## config.mk

```make
export PLATFORM = sky130hd
export DESIGN_NAME = draw_ball
export DESIGN_NICKNAME = d
export VERILOG_FILES = /design/src/rtl/draw_ball.sv
export SDC_FILE = /design/constraint.sdc
export NUM_CORES = 1
export LEC_CHECK = 0
export ABC_AREA = 1
export BUFFER_PORTS_ARGS = -buffer_cell sky130_fd_sc_hd__buf_2
export CAP_MARGIN = 20
export CORE_MARGIN = 10
export CORE_UTILIZATION = 39
export DETAILED_ROUTE_END_ITERATION = 12
export PLACE_DENSITY = 0.57
export SLEW_MARGIN = 20
export SYNTH_ARGS = -nofsm -noshare
export SYNTH_HDL_FRONTEND = slang
export SYNTH_SLANG_ARGS = --single-unit
```

## constraint.sdc

```tcl
create_clock -name pclk -period 2.9 [get_ports pclk]
set_input_delay 0.58 -clock pclk [delete_from_list [all_inputs] [get_ports pclk]]
set_output_delay 0.58 -clock pclk [all_outputs]
set_load 0.005 [all_outputs]
```

## src/rtl/draw_ball.sv

```systemverilog
// rtl/draw_ball.sv - two-stage VGA overlay drawing a 16x16 ball at a frame-latched position.
// Optional round ball shape: define DRAW_BALL_ROUND_EN.
module draw_ball #(
    parameter int          BALL_SIZE  = 16,
    parameter logic [11:0] BALL_COLOR = 12'hFFF
) (
    input  logic        pclk,
    input  logic        rst_n,
    input  logic [10:0] hcount_in,
    input  logic [10:0] vcount_in,
    input  logic        hsync_in,
    input  logic        vsync_in,
    input  logic        hblnk_in,
    input  logic        vblnk_in,
    input  logic [11:0] rgb_in,
    input  logic [11:0] xpos,
    input  logic [11:0] ypos,
    output logic [10:0] hcount_out,
    output logic [10:0] vcount_out,
    output logic        hsync_out,
    output logic        vsync_out,
    output logic        hblnk_out,
    output logic        vblnk_out,
    output logic [11:0] rgb_out
);

    localparam logic [11:0] XPOS_RST = 12'd512;
    localparam logic [11:0] YPOS_RST = 12'd0;
    localparam logic [12:0] BOX_MAX  = 13'(BALL_SIZE - 1);

    logic        vblnk_prev_q;
    logic [11:0] xpos_l_q, ypos_l_q;
    logic        latch_en;

    logic [12:0] dx_d, dy_d;
    logic [12:0] dx_q, dy_q;
    logic [10:0] hcount1_q, vcount1_q;
    logic        hsync1_q, vsync1_q, hblnk1_q, vblnk1_q;
    logic [11:0] rgb1_q;

    logic        in_box;
    logic        mask;
    logic [11:0] rgb_d;

    logic [10:0] hcount2_q, vcount2_q;
    logic        hsync2_q, vsync2_q, hblnk2_q, vblnk2_q;
    logic [11:0] rgb2_q;

    // Position only moves on the vblank rising edge so a frame never tears.
    assign latch_en = vblnk_in && !vblnk_prev_q;

    always_ff @(posedge pclk or negedge rst_n) begin
        if (!rst_n) begin
            vblnk_prev_q <= 1'b0;
            xpos_l_q     <= XPOS_RST;
            ypos_l_q     <= YPOS_RST;
        end else begin
            vblnk_prev_q <= vblnk_in;
            if (latch_en) begin
                xpos_l_q <= xpos;
                ypos_l_q <= ypos;
            end
        end
    end

    // 13-bit difference: positions >= 2048 always give a negative dx/dy.
    always_comb begin
        dx_d = {2'b00, hcount_in} - {1'b0, xpos_l_q};
        dy_d = {2'b00, vcount_in} - {1'b0, ypos_l_q};
    end

    always_ff @(posedge pclk or negedge rst_n) begin
        if (!rst_n) begin
            dx_q      <= '0;
            dy_q      <= '0;
            hcount1_q <= '0;
            vcount1_q <= '0;
            hsync1_q  <= 1'b0;
            vsync1_q  <= 1'b0;
            hblnk1_q  <= 1'b0;
            vblnk1_q  <= 1'b0;
            rgb1_q    <= '0;
        end else begin
            dx_q      <= dx_d;
            dy_q      <= dy_d;
            hcount1_q <= hcount_in;
            vcount1_q <= vcount_in;
            hsync1_q  <= hsync_in;
            vsync1_q  <= vsync_in;
            hblnk1_q  <= hblnk_in;
            vblnk1_q  <= vblnk_in;
            rgb1_q    <= rgb_in;
        end
    end

    assign in_box = !dx_q[12] && (dx_q <= BOX_MAX) && !dy_q[12] && (dy_q <= BOX_MAX);

`ifdef DRAW_BALL_ROUND_EN
    // |2d-15|^2 for an in-box offset d in 0..15.
    function automatic logic [9:0] centred_sq(input logic [3:0] d);
        logic [4:0] two_d;
        logic [4:0] a;
        two_d = {d, 1'b0};
        a     = d[3] ? (two_d - 5'd15) : (5'd15 - two_d);
        return {6'b0, a[3:0]} * {6'b0, a[3:0]};
    endfunction

    logic [9:0] dist_sum;
    assign dist_sum = centred_sq(dx_q[3:0]) + centred_sq(dy_q[3:0]);
    assign mask     = (dist_sum <= 10'd256);
`else
    assign mask = 1'b1;
`endif

    always_comb begin
        rgb_d = rgb1_q;
        if (hblnk1_q || vblnk1_q) begin
            rgb_d = 12'h000;
        end else if (in_box && mask) begin
            rgb_d = BALL_COLOR;
        end
    end

    always_ff @(posedge pclk or negedge rst_n) begin
        if (!rst_n) begin
            hcount2_q <= '0;
            vcount2_q <= '0;
            hsync2_q  <= 1'b0;
            vsync2_q  <= 1'b0;
            hblnk2_q  <= 1'b0;
            vblnk2_q  <= 1'b0;
            rgb2_q    <= '0;
        end else begin
            hcount2_q <= hcount1_q;
            vcount2_q <= vcount1_q;
            hsync2_q  <= hsync1_q;
            vsync2_q  <= vsync1_q;
            hblnk2_q  <= hblnk1_q;
            vblnk2_q  <= vblnk1_q;
            rgb2_q    <= rgb_d;
        end
    end

    assign hcount_out = hcount2_q;
    assign vcount_out = vcount2_q;
    assign hsync_out  = hsync2_q;
    assign vsync_out  = vsync2_q;
    assign hblnk_out  = hblnk2_q;
    assign vblnk_out  = vblnk2_q;
    assign rgb_out    = rgb2_q;

endmodule

```

==> metrics.md <==
| Metric | Value |
|---|---|
| Proportion of layout cells with a drive suffix above 1 | `24.8%` |
| Proportion of total power due to net switching | `24.5%` |
| Average vias per placed instance | `4.48` |
| Arrival time of the worst setup path | `1.95 ns` |
| Count of antenna diodes in the layout | `0` |
| Number of antenna violations at the first check in global routing | `0` |
| Boundary pin count | `102` |
| Internal power contribution | `3.50 mW` |
| Yosys top cell area share | `61.2%` |
| Effective utilization at floorplan | `39.8%` |
| DRC errors left | `0` |
| Finished Cell Area | `6080 µm²` |
| Final setup viols | `0` |
| Post-route ant nets | `0` |
| FF-to-FF setup slack | `1.29 ns` |
| Nets@finish | `691` |
| RSZ-0062 raised after global routing | `no` |
| Clock Tree Buf Depth | `2` |
| Synth-to-Final Area Change | `27.1%` |
| Net switching power of the design | `1.13 mW` |
| Clock root cell | `clkbuf_16` |
| Number of placement rows | `40` |
| Global-route wire length before repair | `17200 µm` |
| Endpoint kind of the worst setup timing path | `flip-flop` |
| Largest net degree at the start of global routing | `53` |
| Routability congestion estimate | `0.861` |
| Input/output buffers | `101` |
| Status | `complete, no violations` |
| Min Tclk post-route | `1.61 ns` |
| Biggest area consumer among synthesized cells | `dfrtp_1` |
| Timing-limited maximum frequency | `620 MHz` |
| Reg power frac | `40.3%` |
| Clock transition time at the flip-flop clock pins of the worst setup and hold paths | `0.05 ns` |
| Library cells used by synthesis | `23` |
| Post-route fraction of the period consumed by the critical path | `55.6%` |
| Critical register-to-register path startpoint | `xpos_l_q[0]` |
| Number of register bits inferred by synthesis | `118` |
| Capturing point of the worst reg2reg path | `dx_q[6]` |
| Post-route setup TNS | `0 ns` |
| Chip width | `131 µm` |
| CTS H-Tree Depth | `4` |
| LEAKAGE | `3.34 nW` |
| Skew final | `0.0120 ns` |
| Drt initial violations | `216` |
| Vias in the first global route | `3641` |
| Number of setup buffers added after CTS | `0` |
| Logic gate share of total power | `13.3%` |
| Maximum ir drop on the vdd rail | `656 µV` |
| Path category of the worst min-delay check | `in -> async` |
| Sinks on Clock Net | `118` |
| Clock latency on the worst-skew pair | `0.42 ns` |
| Global-route usage over all layers | `13.0%` |
| Cells taking the most area after synthesis | `dfrtp_1 61%, nand2_1 8.9%, inv_1 6.5%` |
| GRT Residual Overflow | `0` |
| Total power density per cell area | `762 nW/µm²` |
| Slew at the pin with the worst max-slew slack | `0.644 ns` |
| Post-CTS Hold Fix Bufs | `0` |
| Clock power frac | `46.4%` |
| Summed instance area of the synthesized netlist | `4780 µm²` |
| Total number of yosys warnings | `0` |
| Portion of the post-synthesis area used by sequential elements | `61.7%` |
| Sum of routed wire length over all layers | `10100 µm` |
| Wire length per cell | `13.2 µm` |
| Vert. Die Dim | `131 µm` |
| Gate Count Post-Synth | `486` |
| HPWL Detailed | `7590 µm` |
| Slew Limit Fails | `0` |
| Max_cap viols | `0` |
| First-pass iteration count of the detailed router | `4` |
| Post-CTS sizing | `0` |
| Required time of the critical path | `3.24 ns` |
| Number of clock buffers inserted by TritonCTS | `17` |
| Final Hold Violating Endpoints | `0` |
| Post-detailed-placement cell area | `5480 µm²` |
| Critical path fanouts, max | `3` |
| Worst slew margin relative to its limit | `57.0%` |
| Per-instance average area after synthesis | `9.84 µm²` |
| Critical Path Source Type | `flip-flop` |
| Core region area | `12000 µm²` |
| Post-synth net total | `574` |
| Logic depth of the worst register-to-register path | `8` |
| Worst Path Class, Setup | `reg -> reg` |
| Via Count | `3419` |
| Full die area | `17100 µm²` |
| TritonCTS clock tree | `done` |
## worst max-delay path by stage
stage / from / to / slack [ns] / depth (start not counted)
5_1_grt: xpos_l_q[0] / dx_q[12] / 1.15 / 8
3_3_place_gp: vcount_in[0] / dy_q[12] / 0.98 / 10
4_1_cts: xpos_l_q[0] / dx_q[6] / 1.27 / 8
3_5_place_dp: hcount_in[0] / dx_q[6] / 0.95 / 10
2_1_floorplan: hcount_in[0] / dx_q[12] / 1.18 / 9
6_report: xpos_l_q[0] / dx_q[6] / 1.29 / 8
## placed cells by master (no fill, tap or decap), types with 2 or more instances in the layout
master,instances
dfrtp_1,117
nand2_1,113
buf_2,100
inv_1,83
nor2_1,46
a21oi_1,36
nand3_1,22
ha_1,22
clkbuf_16,17
a21oi_2,10
nand4_1,8
xor2_1,6
clkinv_2,5
inv_2,4
bufinv_16,4
clkbuf_1,4
buf_4,3
nor3_1,2
mux2_2,2
fa_1,2
## worst max-delay path, cell delays in order, from the launching register on
cell and delay (ns):
dfrtp_1 0.37, ha_1 0.21, fa_1 0.37, inv_1 0.08
nand3_1 0.06, nand3_1 0.13, nand2_1 0.07, nand2_1 0.07
xor2_1 0.16
## synth_stat cells
cell type,n
dfrtp_1,117
nand2_1,113
inv_1,83
nor2_1,46
a21oi_1,36
ha_1,22
nand3_1,22
a21oi_2,10
nand4_1,8
xor2_1,6
buf_2,5
inv_2,4
fa_1,2
mux2_2,2
nor3_1,2
buf_6,1
dfstp_2,1
nand2_2,1
nand3_2,1
nor2_2,1
nor3b_1,1
or2_1,1
or2_2,1
## area by class of cell
class / instances / area (µm²)
Sequential cell: 118 / 2950
Clock inverter: 10 / 153
Fill cell: 1112 / 5930
Inverter: 87 / 327
Multi-Input combinational cell: 275 / 1470
Timing Repair Buffer: 104 / 543
Clock buffer: 22 / 454
Tap cell: 147 / 184
## routing by layer
metal	vias to the layer above	track usage, %	part of all wire (%)
met5	-	0	0
li1	1728	-	-
met4	0	5.89	0.99
met1	1582	16.3	47
met2	98	19.0	44
met3	11	5.72	8.9
## logic make-up after synthesis
logic type,count (synthesis),share of synthesized area (%)
AND/OR/NAND/NOR,197,16.9
multiplexers,2,0.471
buffers and inverters,93,7.58
adder cells (fa/ha/maj),24,6.59
AO/OA/AOI/OAI,46,5.60
XOR/XNOR,6,1.10
flip-flops,118,61.7
## through the flow
step                instances  setup slack, ns  utilization [%]  hold slack, ns  power, mW
finish                    763             1.29             50.6           0.195       4.64
global route              763             1.15             50.6           0.244       4.89
CTS                       763             1.27             50.6           0.207       4.70
detailed placement        731            0.952             45.6           0.335       2.52
global placement          731            0.978             45.6           0.332       2.51
floorplan                 486             1.18                -           0.284       2.30
## power groups by stage
stage	sequential [mW]	clock, mW	combinational (mW)
floorplan	1.89	0	0.410
global placement	1.89	0	0.613
detailed placement	1.90	0	0.623
CTS	1.87	2.20	0.626
global route	1.88	2.28	0.724
finish	1.87	2.15	0.616
## flip-flops by register name, indices dropped and copies added, names as in the netlist
| name | cells |
|---|---|
| hsync1_q | 1 |
| vblnk_out | 1 |
| ypos_l_q | 12 |
| xpos_l_q | 12 |
| dy_q | 9 |
| hcount1_q | 11 |
| hsync_out | 1 |
| hblnk_out | 1 |
| rgb_out | 12 |
| dx_q | 9 |
| vsync1_q | 1 |
| vcount_out | 11 |
| vcount1_q | 11 |
| vblnk1_q | 1 |
| hcount_out | 11 |
| hblnk1_q | 1 |
| rgb1_q | 12 |
| vsync_out | 1 |
(Power assumes the default switching activity.)
